==> src/rtl/pipe_pkg.sv <==
// Shared pipeline constants: control-bit layout and per-boundary payload widths.
// Also the skid-buffer occupancy encoding used by pipe_stage_reg.
package pipe_pkg;

  localparam int CTRL_W        = 4;

  localparam int CTRL_MEMTOREG = 0;
  localparam int CTRL_REGWRITE = 1;
  localparam int CTRL_MEMREAD  = 2;
  localparam int CTRL_MEMWRITE = 3;

  // PC + Inst
  localparam int DATA_W_IF_ID  = 64;
  // PC + RD1 + RD2 + Imm + Inst
  localparam int DATA_W_ID_EX  = 160;
  // ALUout + RD2 + RD + Inst
  localparam int DATA_W_EX_MEM = 101;
  // ALUout + MemData + RD
  localparam int DATA_W_MEM_WB = 69;

  typedef enum logic [1:0] {
    ST_EMPTY = 2'd0,
    ST_MAIN  = 2'd1,
    ST_FULL  = 2'd2
  } skid_st_e;

  function automatic logic xfer(
    input logic v,
    input logic r
  );
    return v & r;
  endfunction

  function automatic logic ctrl_writes(
    input logic [CTRL_W-1:0] c
  );
    return c[CTRL_REGWRITE] | c[CTRL_MEMWRITE];
  endfunction

  function automatic logic ctrl_mem(
    input logic [CTRL_W-1:0] c
  );
    return c[CTRL_MEMREAD] | c[CTRL_MEMWRITE]
         | c[CTRL_MEMTOREG];
  endfunction

endpackage

==> src/rtl/sat_counter.sv <==
// Saturating up-counter with synchronous clear.
// Holds at all-ones instead of wrapping.
module sat_counter #(
  parameter int W = 32
) (
  input  logic         clk,
  input  logic         i_clear,
  input  logic         i_inc,
  output logic [W-1:0] o_cnt
);

  logic [W-1:0] r_cnt;

  always_ff @(posedge clk) begin
    if (i_clear) begin
      r_cnt <= '0;
    end else if (i_inc && (r_cnt != '1)) begin
      r_cnt <= r_cnt + W'(1);
    end
  end

  assign o_cnt = r_cnt;

endmodule

==> src/rtl/pipe_stage_reg.sv <==
// Valid/ready pipeline stage register with flush, bubble ctrl masking, optional skid.
// PIPE_STAGE_PERF_CNT_EN adds saturating stall_cnt/bubble_cnt outputs.
module pipe_stage_reg #(
  parameter int DATA_W = pipe_pkg::DATA_W_EX_MEM,
  parameter int CTRL_W = pipe_pkg::CTRL_W,
  parameter int SKID   = 0,
  parameter int CNT_W  = 32
) (
  input  logic              clk,
  input  logic              rst,
  input  logic              in_valid,
  output logic              in_ready,
  input  logic [DATA_W-1:0] in_data,
  input  logic [CTRL_W-1:0] in_ctrl,
  input  logic              flush,
  output logic              out_valid,
  input  logic              out_ready,
  output logic [DATA_W-1:0] out_data,
  output logic [CTRL_W-1:0] out_ctrl
`ifdef PIPE_STAGE_PERF_CNT_EN
  ,
  output logic [CNT_W-1:0]  stall_cnt,
  output logic [CNT_W-1:0]  bubble_cnt
`endif
);

  import pipe_pkg::*;

  logic              w_in_ready;
  logic              w_out_valid;
  logic [DATA_W-1:0] w_data;
  logic [CTRL_W-1:0] w_ctrl;

  if (DATA_W < 1 || CTRL_W < 1 || CNT_W < 1) begin : g_bad_param
    $error("pipe_stage_reg: widths must be positive");
  end

  if (SKID == 0) begin : g_single

    logic              r_valid;
    logic [DATA_W-1:0] r_data;
    logic [CTRL_W-1:0] r_ctrl;
    logic              w_in_xfer;
    logic              w_out_xfer;

    assign w_in_ready = !r_valid | out_ready;
    assign w_in_xfer  = xfer(in_valid, w_in_ready);
    assign w_out_xfer = xfer(r_valid, out_ready);

    always_ff @(posedge clk) begin
      if (rst) begin
        r_valid <= 1'b0;
        r_data  <= '0;
        r_ctrl  <= '0;
      end else if (flush) begin
        r_valid <= 1'b0;
        r_ctrl  <= '0;
      end else if (w_in_xfer) begin
        r_valid <= 1'b1;
        r_data  <= in_data;
        r_ctrl  <= in_ctrl;
      end else if (w_out_xfer) begin
        r_valid <= 1'b0;
      end
    end

    assign w_out_valid = r_valid;
    assign w_data      = r_data;
    assign w_ctrl      = r_ctrl;

  end else begin : g_skid

    skid_st_e          r_state;
    skid_st_e          w_state_n;
    logic              r_in_ready;
    logic [DATA_W-1:0] r_m_data;
    logic [CTRL_W-1:0] r_m_ctrl;
    logic [DATA_W-1:0] r_s_data;
    logic [CTRL_W-1:0] r_s_ctrl;
    logic              w_in_xfer;
    logic              w_out_xfer;
    logic              w_ld_main_in;
    logic              w_ld_main_skid;
    logic              w_ld_skid;

    assign w_in_ready  = r_in_ready;
    assign w_out_valid = (r_state != ST_EMPTY);
    assign w_in_xfer   = xfer(in_valid, r_in_ready);
    assign w_out_xfer  = xfer(w_out_valid, out_ready);

    always_comb begin
      w_state_n      = r_state;
      w_ld_main_in   = 1'b0;
      w_ld_main_skid = 1'b0;
      w_ld_skid      = 1'b0;
      unique case (r_state)
        ST_EMPTY: begin
          if (w_in_xfer) begin
            w_ld_main_in = 1'b1;
            w_state_n    = ST_MAIN;
          end
        end
        ST_MAIN: begin
          if (w_in_xfer && w_out_xfer) begin
            w_ld_main_in = 1'b1;
          end else if (w_in_xfer) begin
            w_ld_skid = 1'b1;
            w_state_n = ST_FULL;
          end else if (w_out_xfer) begin
            w_state_n = ST_EMPTY;
          end
        end
        ST_FULL: begin
          if (w_out_xfer) begin
            w_ld_main_skid = 1'b1;
            w_state_n      = ST_MAIN;
          end
        end
        default: begin
          w_state_n = ST_EMPTY;
        end
      endcase
      if (flush) begin
        w_state_n = ST_EMPTY;
      end
    end

    // in_ready is the registered "skid will be empty" flag
    always_ff @(posedge clk) begin
      if (rst) begin
        r_state    <= ST_EMPTY;
        r_in_ready <= 1'b1;
        r_m_data   <= '0;
        r_m_ctrl   <= '0;
        r_s_data   <= '0;
        r_s_ctrl   <= '0;
      end else begin
        r_state    <= w_state_n;
        r_in_ready <= (w_state_n != ST_FULL);
        if (flush) begin
          r_m_ctrl <= '0;
          r_s_ctrl <= '0;
        end else begin
          if (w_ld_main_in) begin
            r_m_data <= in_data;
            r_m_ctrl <= in_ctrl;
          end else if (w_ld_main_skid) begin
            r_m_data <= r_s_data;
            r_m_ctrl <= r_s_ctrl;
          end
          if (w_ld_skid) begin
            r_s_data <= in_data;
            r_s_ctrl <= in_ctrl;
          end
        end
      end
    end

    assign w_data = r_m_data;
    assign w_ctrl = r_m_ctrl;

  end

  assign in_ready  = w_in_ready;
  assign out_valid = w_out_valid;
  assign out_data  = w_data;
  assign out_ctrl  = w_out_valid ? w_ctrl : '0;

`ifdef PIPE_STAGE_PERF_CNT_EN
  logic w_stall;
  logic w_bubble;

  assign w_stall  = w_out_valid & !out_ready;
  assign w_bubble = !w_out_valid;

  sat_counter #(
    .W (CNT_W)
  ) u_stall_cnt (
    .clk     (clk),
    .i_clear (rst),
    .i_inc   (w_stall),
    .o_cnt   (stall_cnt)
  );

  sat_counter #(
    .W (CNT_W)
  ) u_bubble_cnt (
    .clk     (clk),
    .i_clear (rst),
    .i_inc   (w_bubble),
    .o_cnt   (bubble_cnt)
  );
`endif

endmodule
==> config.mk <==
export PLATFORM = sky130hd
export DESIGN_NAME = pipe_stage_reg
export DESIGN_NICKNAME = d
export VERILOG_FILES = /design/src/rtl/pipe_pkg.sv /design/src/rtl/sat_counter.sv /design/src/rtl/pipe_stage_reg.sv
export SDC_FILE = /design/constraint.sdc
export NUM_CORES = 1
export LEC_CHECK = 0
export CAP_MARGIN = 25
export CORE_ASPECT_RATIO = 1.1
export CORE_MARGIN = 2
export CORE_UTILIZATION = 40
export DETAILED_ROUTE_END_ITERATION = 6
export GPL_ROUTABILITY_DRIVEN = 0
export PLACE_DENSITY = 0.8
export SKIP_CTS_REPAIR_TIMING = 1
export SLEW_MARGIN = 20
export SYNTH_ARGS = -nofsm -noshare
export SYNTH_HDL_FRONTEND = slang
export SYNTH_SLANG_ARGS = --single-unit
==> constraint.sdc <==
create_clock -name clk -period 1.6 [get_ports clk]
set_input_delay 0.16 -clock clk [delete_from_list [all_inputs] [get_ports clk]]
set_output_delay 0.16 -clock clk [all_outputs]
set_load 0.01 [all_outputs]
==> flow_summary.yaml <==
layout:
  final_cells: 831
  areaGrowthSynthToFinish_pct: 63.1
  diodes: 0
  multi_input_area_sq_mm: 0.00203
  seq_area_sq_mm: 0.00212
  postLayoutCellArea_sq_mm: 0.00717
  final_nets: 789
  nFillCells: 902
  drive_gt1_share_pct: 6.58
worst_hold_path:
  worstHoldPathType: "in2reg"
  min_from: "rst"
  whs_endpoint: "out_valid$_SDFFE_PP0P_"
  whs_path_depth: 3
critical_path:
  worstPathRequired_ps: 1440
  path_buf_inv: 1
  rr_endpoint: "out_data[59]$_SDFFE_PP0P_"
  cp_slowest_cell: "clkdlybuf4s50_1"
  rr_worst_depth: 6
  timing.rr.start: "out_valid$_SDFFE_PP0P_"
  arrival_ps: 1380
  critPathTopFamily: "buffers and inverters"
  r2r_setup_slack_ps: 80
  crit_fanout: 6
  slowest_delay_ps: 530
  crit_path_start: "out_valid$_SDFFE_PP0P_"
  worstSetupEndpointType: "output pin"
  cp-start-kind: "flop"
  path_cells: "and2_1 > clkdlybuf4s50_1"
  crit_type: "reg2out"
global_routing:
  grt_pass1_wl_mm: 19.1
  grt_usage_pct: 19.8
  grt_pass1_vias: 4046
  grt_antenna_before_repair: 0
  grt_overflow_total: 0
  grt_max_degree: 103
pwr:
  irDropWorstVdd_mv: 0.445
  p_total_mw: 6.60
  power.density_mw_per_mm2: 921
  p_leak_nw: 2.51
place:
  postPlaceCellArea_sq_mm: 0.00677
  placed_cells: 814
  hpwl_mm: 8.48
  io_buffers: 216
die:
  die_y_um: 114
  core_sq_mm: 0.0108
  die_area_sq_mm: 0.0118
  die_w_um: 104
  start_util_pct: 40.6
  rows: 40
  num_io_pins: 217
yosys:
  synthCells: 486
  ys_async_sr_fraction_pct: 0
  synth_cell_type_count: 18
  netlist_top_cells_count: "dfxtp_1, a21oi_1, o21ai_0, or3b_1, clkbuf_1"
  yosysTopAreaCell: "dfxtp_1"
  synth_top_area_share_pct: 48.3
  syn_nets: 596
  ys_warn_count: 0
  yosysMostFrequentCell: "dfxtp_1"
  ys_top_cells_by_area: "dfxtp_1, or3b_1, a21oi_1"
  synthFlopType: "dfxtp_1"
  seq_area_frac_synth_pct: 48.3
  syn_area_sq_mm: 0.00439
  ys_ff_latch: 106
  synth_edf_count: 0
  avgSynthCellArea_sq_um: 9.04
timing:
  setup_viol: 0
  timing.final.crit_period_ps: 1540
  period_share_pct: 96.1
  clock_skew_ps: 2.62
  rsz0062_at_grt: "no"
  slew-limit-headroom_pct: 63.8
  drv_slew: 0
  fmax_mhz: 650
  tightest_slew_ps: 542
  hold_violations: 0
  whs_ps: 219
clock_tree:
  cts-htree-levels: 3
  cts_max_path_buffers: 2
  cts_tree: "yes"
  clkLatencyLatePin_ps: 340
  clkSlewWorstSetupHoldPaths_ps: 70
  cts_buffers: 9
  numClockSinks: 106
  cts.root.buffer_cell: "clkbuf_16"
routing:
  drc: 0
  firstDrtPassIters: 4
  wl_per_cell_um: 14.5
  vias: 4189
  initialDrtViolationCount: 151
  totalWireLength_mm: 12.1
  post_drt_via_cell_ratio: 5.04
  final_antenna_net_count: 0
run_status:
  status: "finished clean"
job:
  drv_cap: 0
[worst max-delay path by stage]
stage | slack [ps] | to | cells after the start
floorplan | 180 | g_single.r_ctrl[0]$_SDFFE_PP0P_ | 6
global placement | -30 | out_data[61]$_SDFFE_PP0P_ | 6
detailed placement | -70 | out_data[46]$_SDFFE_PP0P_ | 6
CTS | -170 | in_ready | 3
global route | 8 | out_data[57]$_SDFFE_PP0P_ | 6
finish | 60 | out_ctrl[3] | 2
[cell usage in the layout (no fill, tap or decap)]
cell,Yosys,routed
clkdlybuf4s50_1,0,214
dfxtp_1,106,105
o21ai_0,101,101
a21oi_1,101,101
or3b_1,97,97
buf_4,0,13
nand2_1,9,9
clkbuf_16,0,9
buf_12,0,9
bufinv_16,0,5
and2_1,4,4
mux2i_1,4,4
or3b_2,4,4
clkinvlp_4,0,2
nor2b_4,1,1
inv_1,1,1
nand2b_4,1,1
nor2_1,1,1
o21a_1,1,1
dfxtp_2,0,1
dlymetal6s2s_1,0,1
[per-stage QoR]
step | utilization, % | setup slack (ps) | setup TNS [ps]
floorplan | - | 184 | 0
global placement | 62.6 | -25.7 | -288
detailed placement | 62.6 | -73.3 | -1700
CTS | 66.2 | -170 | -188
global route | 66.3 | 8.06 | 0
finish | 66.3 | 62.7 | 0
[layout make-up]
type / count / area share (%)
sequential: 106 / 29.6
multi-input combinational: 324 / 28.4
tap: 147 / 2.57
clock inverter: 7 / 2.30
clock buffer: 9 / 3.14
timing repair buffer: 237 / 33.9
inverter: 1 / 0.0524
[cells by family (layout without fill, tap and decap cells)]
logic type,after synthesis,in the layout,share of synthesized area (%)
flip-flops,106,106,48.3
buffers and inverters,56,254,5.44
AND/OR/NAND/NOR,117,117,22.2
AO/OA/AOI/OAI,203,203,23.2
multiplexers,4,4,0.911
[sequential cells by signal, summed over array words and instances (netlist names)]
| name | cells |
|---|---|
| out_valid | 1 |
| g_single.r_ctrl | 4 |
| out_data | 101 |
[report_power, final]
part	switching [mW]	internal [mW]	leakage (nW)
sequential	0.0571	2.76	0.866
combinational	0.367	0.604	1.46
clock	0.971	1.85	0.182
[layer usage]
layer  share of wire (%)  track usage [%]  vias up  routed length (um)
met5                   0                0        -                   0
met4                 3.0             9.55        0                 359
met3                 7.0             5.43       28                 842
met2                  50             34.5      148                6000
met1                  40             22.6     1880                4880
li1                    -                -     2133                   -
[worst min-delay path, stage by stage]
cell,delay [ps]
buf_4,100
nor2_1,120
o21a_1,130
Power figures use the tool's default switching activity.
